$ cat config.mk
export PLATFORM = sky130hd
export DESIGN_NAME = mem_access_ctrl
export DESIGN_NICKNAME = d
export VERILOG_FILES = /design/src/rtl/mem_access_ctrl.sv
export SDC_FILE = /design/constraint.sdc
export NUM_CORES = 1
export LEC_CHECK = 0
export CAP_MARGIN = 15
export CORE_ASPECT_RATIO = 0.7
export CORE_MARGIN = 4
export CORE_UTILIZATION = 45
export DETAILED_ROUTE_END_ITERATION = 8
export PLACE_DENSITY = 0.91
export SLEW_MARGIN = 20
export SYNTH_ARGS = -nofsm -noshare
export SYNTH_HDL_FRONTEND = slang
export SYNTH_SLANG_ARGS = --single-unit
export TNS_END_PERCENT = 5
$ cat constraint.sdc
create_clock -name Clock -period 3.06 [get_ports Clock]
set_input_delay 0.306 -clock Clock [delete_from_list [all_inputs] [get_ports Clock]]
set_output_delay 0.306 -clock Clock [all_outputs]
set_load 0.1 [all_outputs]
$ cat src/rtl/mem_access_ctrl.sv
// mem_access_ctrl -- initiator side of the CPU memory interface.
//
// Takes single-word or burst (1..2**LEN_W words) read/write requests from the
// datapath and drives the 512x32 RAM pins (Read/Write/Address/Mdatain). The
// RAM has a one-cycle registered read, so every read word costs an issue cycle
// (Read=1) plus a capture cycle (data_output sampled). Write words are pulled
// from the datapath one at a time through a wr_valid/wr_ready handshake.
//
// Ports:
//   Clock, Clear          rising-edge clock, synchronous active-low reset
//   req_*                 request channel (accepted on req_valid && req_ready)
//   wr_data/valid/ready   write-word channel from the MDR
//   rd_data/rd_valid      captured read word, one-cycle valid pulse
//   done                  one-cycle pulse at the end of each request
//   Read/Write/Address/Mdatain, data_output   RAM interface
module mem_access_ctrl #(
    parameter int ADDR_W = 9,
    parameter int DATA_W = 32,
    parameter int LEN_W  = 4
) (
    input  logic              Clock,
    input  logic              Clear,
    input  logic              req_valid,
    output logic              req_ready,
    input  logic              req_write,
    input  logic [ADDR_W-1:0] req_addr,
    input  logic [LEN_W-1:0]  req_len,
    input  logic [DATA_W-1:0] wr_data,
    input  logic              wr_valid,
    output logic              wr_ready,
    output logic [DATA_W-1:0] rd_data,
    output logic              rd_valid,
    output logic              done,
    output logic              Read,
    output logic              Write,
    output logic [ADDR_W-1:0] Address,
    output logic [DATA_W-1:0] Mdatain,
    input  logic [DATA_W-1:0] data_output
);

    typedef enum logic [2:0] {
        IDLE, RD_ISSUE, RD_CAPT, WR_WAIT, WR_ISSUE, DONE
    } state_t;

    state_t              state_q, state_d;
    logic [ADDR_W-1:0]   addr_q, addr_d;        // address of the current word
    logic [LEN_W-1:0]    cnt_q, cnt_d;          // words remaining minus one
    logic [ADDR_W-1:0]   address_q, address_d;  // RAM address pins
    logic [DATA_W-1:0]   mdatain_q, mdatain_d;
    logic [DATA_W-1:0]   rd_data_q, rd_data_d;
    logic                rd_valid_q, rd_valid_d;

    always_ff @(posedge Clock) begin
        if (!Clear) begin
            state_q    <= IDLE;
            addr_q     <= '0;
            cnt_q      <= '0;
            address_q  <= '0;
            mdatain_q  <= '0;
            rd_data_q  <= '0;
            rd_valid_q <= 1'b0;
        end else begin
            state_q    <= state_d;
            addr_q     <= addr_d;
            cnt_q      <= cnt_d;
            address_q  <= address_d;
            mdatain_q  <= mdatain_d;
            rd_data_q  <= rd_data_d;
            rd_valid_q <= rd_valid_d;
        end
    end

    // The Address pins are loaded only on entry to an issue state, so they
    // hold their last value while Read and Write are both low.
    always_comb begin
        state_d    = state_q;
        addr_d     = addr_q;
        cnt_d      = cnt_q;
        address_d  = address_q;
        mdatain_d  = mdatain_q;
        rd_data_d  = rd_data_q;
        rd_valid_d = 1'b0;
        case (state_q)
            IDLE: begin
                if (req_valid) begin
                    addr_d = req_addr;
                    cnt_d  = req_len;
                    if (req_write) begin
                        state_d = WR_WAIT;
                    end else begin
                        address_d = req_addr;
                        state_d   = RD_ISSUE;
                    end
                end
            end
            RD_ISSUE: state_d = RD_CAPT;
            RD_CAPT: begin
                // RAM output is valid this cycle; the pulse shows next cycle,
                // which for the last word lines up with done.
                rd_data_d  = data_output;
                rd_valid_d = 1'b1;
                if (cnt_q == '0) begin
                    state_d = DONE;
                end else begin
                    cnt_d     = cnt_q - 1'b1;
                    addr_d    = addr_q + 1'b1;
                    address_d = addr_q + 1'b1;
                    state_d   = RD_ISSUE;
                end
            end
            WR_WAIT: begin
                if (wr_valid) begin
                    mdatain_d = wr_data;
                    address_d = addr_q;
                    state_d   = WR_ISSUE;
                end
            end
            WR_ISSUE: begin
                if (cnt_q == '0) begin
                    state_d = DONE;
                end else begin
                    cnt_d   = cnt_q - 1'b1;
                    addr_d  = addr_q + 1'b1;
                    state_d = WR_WAIT;
                end
            end
            DONE:    state_d = IDLE;
            default: state_d = IDLE;
        endcase
    end

    // All outputs come from registered state only.
    assign req_ready = (state_q == IDLE);
    assign wr_ready  = (state_q == WR_WAIT);
    assign Read      = (state_q == RD_ISSUE);
    assign Write     = (state_q == WR_ISSUE);
    assign done      = (state_q == DONE);
    assign Address   = address_q;
    assign Mdatain   = mdatain_q;
    assign rd_data   = rd_data_q;
    assign rd_valid  = rd_valid_q;

endmodule

### After elaboration in Yosys (flattened, before gate mapping)

Index checks and enable logic that the tools add are counted.

| word-level totals | value |
|---|---|
| register bits after elaboration | 90 |
| bits of input ports | 82 |
| output and inout bits | 79 |
| logic and storage cells | 45 |

| operators by class | value |
|---|---|
| mux-type cells | 17 |
| reductions and logical operators | 9 |
| $add $sub $neg | 2 |
| equality and inequality tests | 10 |

Operator list:

| kind | count |
|---|---|
| 9-bit 2-to-1 mux | 5 |
| 9-bit one-hot mux with 3 select lines | 1 |
| 9-bit one-hot mux with 2 select lines | 1 |
| 3-bit one-hot mux with 5 select lines | 1 |
| 3-bit 2-to-1 mux | 4 |
| 2-bit inequality test, second input constant | 5 |
| 9-bit by 1-bit adder with 9-bit output, second input constant | 1 |
| 4-bit 2-to-1 mux | 2 |
| 4-bit one-hot mux with 2 select lines | 1 |
| 3-bit by 2-bit == test with 1-bit output, second input constant | 2 |
| 3-bit == test, second input constant | 2 |
| 5-bit AND reduction | 1 |
| 4-bit logical NOT | 1 |
| 2-bit AND reduction | 2 |
| 4-bit by 1-bit subtractor with 4-bit output, second input constant | 1 |
| 3-bit by 1-bit == test with 1-bit output, second input constant | 1 |
| 3-bit logical NOT | 1 |
| 3-bit AND reduction | 1 |
| 3-bit nonzero test | 1 |
| 2-bit 2-to-1 mux | 1 |
| 2-bit nonzero test | 1 |
| 2-bit OR reduction | 1 |
| 1-bit 2-to-1 mux | 1 |

### Longest topological paths before layout

| logic depth | value |
|---|---|
| word-level depth | 4 |
| gate-level depth with buffers | 8 |
| gate-level depth less buffers | 6 |

### Worst setup path before layout

Ideal clock, no wire load.

| timing | value |
|---|---|
| path type | reg-to-output |
| start | reg state_q[2] |
| end | out Write |
| path slack | -0.367 ns |
| cell stages (with the launch flop) | 5 |
| buffers on the path | 3 |
| data required time | 2.754 ns |
| arrival | 3.121 ns |
| path through | dfxtp_1 buf_4 buf_2 clkbuf_1 nor3b_1 |

| on the way | value |
|---|---|
| longest elaborated chain between the ends | 1 |

Ends and longest elaborated chain:

| element | line | text |
|---|---|---|
| from (decl) | 45 | `state_t state_q, state_d;` |
| from (signal assigned) | 63 | `state_q <= state_d;` |
| 3-bit == test | 136 | `assign Write = (state_q == WR_ISSUE);` |
| to (decl) | 35 | `output logic Write,` |

No other way between the ends.

### Worst setup path in the final report

| timing | value |
|---|---|
| start | reg state_q[0] |
| end | out done |

| on the way | value |
|---|---|
| longest elaborated chain between the ends | 1 |

Ends and longest elaborated chain:

| element | line | text |
|---|---|---|
| 3-bit == test | 137 | `assign done = (state_q == DONE);` |
| to (decl) | 33 | `output logic done,` |

No other way between the ends.

==> flow_metrics.tcl <==
set metrics [dict create \
    num_rows 28 \
    end_kind "output pin" \
    vias 4222 \
    yosysUniqueCellTypes 58 \
    finalCritPeriodShare_pct 87.7 \
    report.final.slew_viol_count 0 \
    post-route-util_pct 70.3 \
    synth_most_common_cell "nand2_1" \
    hold_buffers 0 \
    clk_pin_slew_ns 0.06 \
    rr_startpoint "state_q[2]" \
    synth_area_per_cell_um2 7.90 \
    synthArstFlopShare_pct 0 \
    drive_gt1_share_pct 7.01 \
    arrival_ns 2.38 \
    hold_ws_ns 0.455 \
    drt_iter0_drc 353 \
    ios 161 \
    initial_core_util_pct 47.0 \
    startpoint "state_q[0]" \
    worstHoldPathType "reg2reg" \
    final_nets 735 \
    diodes 0 \
    rsz0062_at_grt "no" \
    synthesis.nets 595 \
    cts_max_level 3 \
    seqPwrFrac_pct 33.8 \
    syn-cell-area_um2 4040 \
    die-area_um2 10600 \
    ys_seq_area_share_pct 44.7 \
    area_growth_pct 49.6 \
    cts_tree "done" \
    syn_inst 511 \
    cts_buffers 9 \
    dieHeight_um 87.2 \
    setup_viol 0 \
    overflow 0 \
    final-hold-violation-count 0 \
    ys.flop_type "dfxtp_1" \
    grt_first_pass_wirelength_um 20000 \
    crit_type "reg2out" \
    antenna_found_initial 0 \
    intPower_mw 2.54 \
    port_buffers 160 \
    grt_max_degree 36 \
    clockPowerShare_pct 31.0 \
    max_freq_ghz 0.373 \
    synth_area_leaders "dfxtp_1 (45%), nand2_1 (13%), a21oi_1 (9.4%)" \
    power_density_nw_per_um2 683 \
    min_from "rd_data[2]" \
    slew_headroom_pct 32.2 \
    clock_latency_ns 0.34 \
    grt_use_total_pct 23.5 \
    synth-seq-cells 90 \
    p_leak_nw 2.11 \
    p_sw_share_pct 38.4 \
    drv_cap 0 \
    switching_power_mw 1.58 \
    ir_worst_vdd_mv 0.506 \
    synth_top_area_share_pct 44.7 \
    drt-pass1-iter-count 5 \
    finalCriticalPeriod_ns 2.68 \
    ant_nets 0 \
    synth_enable_flop_cells 0 \
    cp_data_required_time_ns 2.75 \
    finalWirelength_um 12700 \
    combPwrFrac_pct 35.2 \
    cts-resized-gates 0 \
    clock_path_buffers 2 \
    fin_skew_ns 0.00379 \
    grt_pass1_vias 4095 \
    post_cts_buffers 0 \
    synth_commonest_cells "nand2_1 (142), dfxtp_1 (90), a21oi_1 (76)" \
    critical_path.max_fanout 19 \
    yosysTopAreaCell "dfxtp_1" \
    clk_root_buffer_cell "clkbuf_16" \
    drc_errors 0 \
    die_w_um 121 \
    place_congestion 0.926 \
    coreArea_um2 8580 \
    max_slew.worst_pin.slew_ns 1.01 \
    vias_per_cell 5.44 \
    hpwl_um 9340 \
    wl_per_cell_um 16.4 \
    yosys_warnings 0 \
    cts_sinks 90 \
    status "finished clean" \
    cp-start-kind "flop" \
]
layer usage:
| metal | up-vias | track usage [%] | wire [um] |
|---|---|---|---|
| met5 | - | 0 | 0 |
| met4 | 0 | 7.53 | 191 |
| met3 | 17 | 7.08 | 1210 |
| met2 | 208 | 40.5 | 5990 |
| met1 | 1943 | 28.4 | 5310 |
| li1 | 2054 | - | - |
cells by family after synthesis:
group	count (synthesis)	share of synthesized area, %
flip-flops	90	44.7
multiplexers	9	2.26
XOR/XNOR	5	1.55
buffers and inverters	53	6.11
adder cells (fa/ha/maj)	2	0.620
AO/OA/AOI/OAI	139	21.0
AND/OR/NAND/NOR	213	23.8
registers in the layout, summed over array words and instances (netlist names):
name,flops
addr_q,9
Mdatain,32
rd_data,32
Address,9
cnt_q,4
rd_valid,1
state_q,3
per-stage QoR:
step,setup TNS [ns],instance area [um2],worst slack [ns],cells,power [mW]
6_report,0,6040,0.377,776,4.12
5_1_grt,0,6040,0.236,776,4.29
4_1_cts,0,6030,0.435,776,4.14
3_5_place_dp,0,5680,0.820,760,2.85
3_3_place_gp,0,5680,0.880,760,2.82
2_1_floorplan,-0.879,4040,-0.365,511,2.47
critical path: stages, from the launching register on:
cell      delay, ns
dfxtp_1        0.77
clkinv_1       0.51
nor3b_1        0.52
buf_12         0.24
cell usage in the layout, fill, tap and decap left out, types with 2 or more instances in the layout:
| cell type | netlist | layout |
|---|---|---|
| nand4_1 | 4 | 4 |
| o21ai_0 | 13 | 13 |
| mux2i_1 | 8 | 8 |
| nor2b_1 | 2 | 2 |
| nor3_1 | 13 | 13 |
| clkbuf_16 | 0 | 9 |
| a31oi_1 | 7 | 7 |
| a211oi_1 | 4 | 4 |
| o2111ai_1 | 4 | 4 |
| and2_1 | 4 | 4 |
| xnor2_1 | 4 | 3 |
| clkdlybuf4s50_1 | 0 | 152 |
| o21a_1 | 4 | 4 |
| inv_1 | 8 | 8 |
| a21oi_1 | 76 | 76 |
| ha_1 | 2 | 2 |
| nand3_1 | 15 | 15 |
| or4_1 | 3 | 3 |
| dfxtp_1 | 90 | 90 |
| nor2_1 | 8 | 8 |
| o41ai_1 | 2 | 2 |
| o31ai_1 | 5 | 5 |
| o21ai_1 | 4 | 4 |
| and3_1 | 3 | 3 |
| o311ai_0 | 3 | 3 |
| nand2_1 | 142 | 142 |
| buf_4 | 2 | 18 |
| o211ai_1 | 2 | 2 |
| a211o_1 | 4 | 4 |
| buf_12 | 0 | 2 |
| nor3b_1 | 3 | 2 |
| bufinv_16 | 0 | 3 |
| nand2b_1 | 5 | 5 |
final cells by class:
type                            count  area, um2
Inverter                           10       37.5
Multi-Input combinational cell    368       2000
Clock buffer                       10        239
Timing Repair Buffer              172       1700
Sequential cell                    90       1800
Fill cell                         677       2550
Clock inverter                      6        113
Tap cell                          120        150
worst paths after layout:
check	end	slack, ns	cells after the start
worst max register to register	addr_q[0]	0.84	5
worst min-delay path	rd_data[2]	0.46	2
worst max-delay path	done	0.38	3
worst min register to register	rd_data[2]	0.46	2
power by group through the flow:
stage	registers, mW	logic [mW]	clock network, mW
2_1_floorplan	1.88	0.586	0
3_3_place_gp	1.41	1.41	0
3_5_place_dp	1.42	1.44	0
4_1_cts	1.39	1.45	1.31
5_1_grt	1.41	1.53	1.35
6_report	1.39	1.45	1.28
No activity file was read; power rests on OpenSTA's default activity.
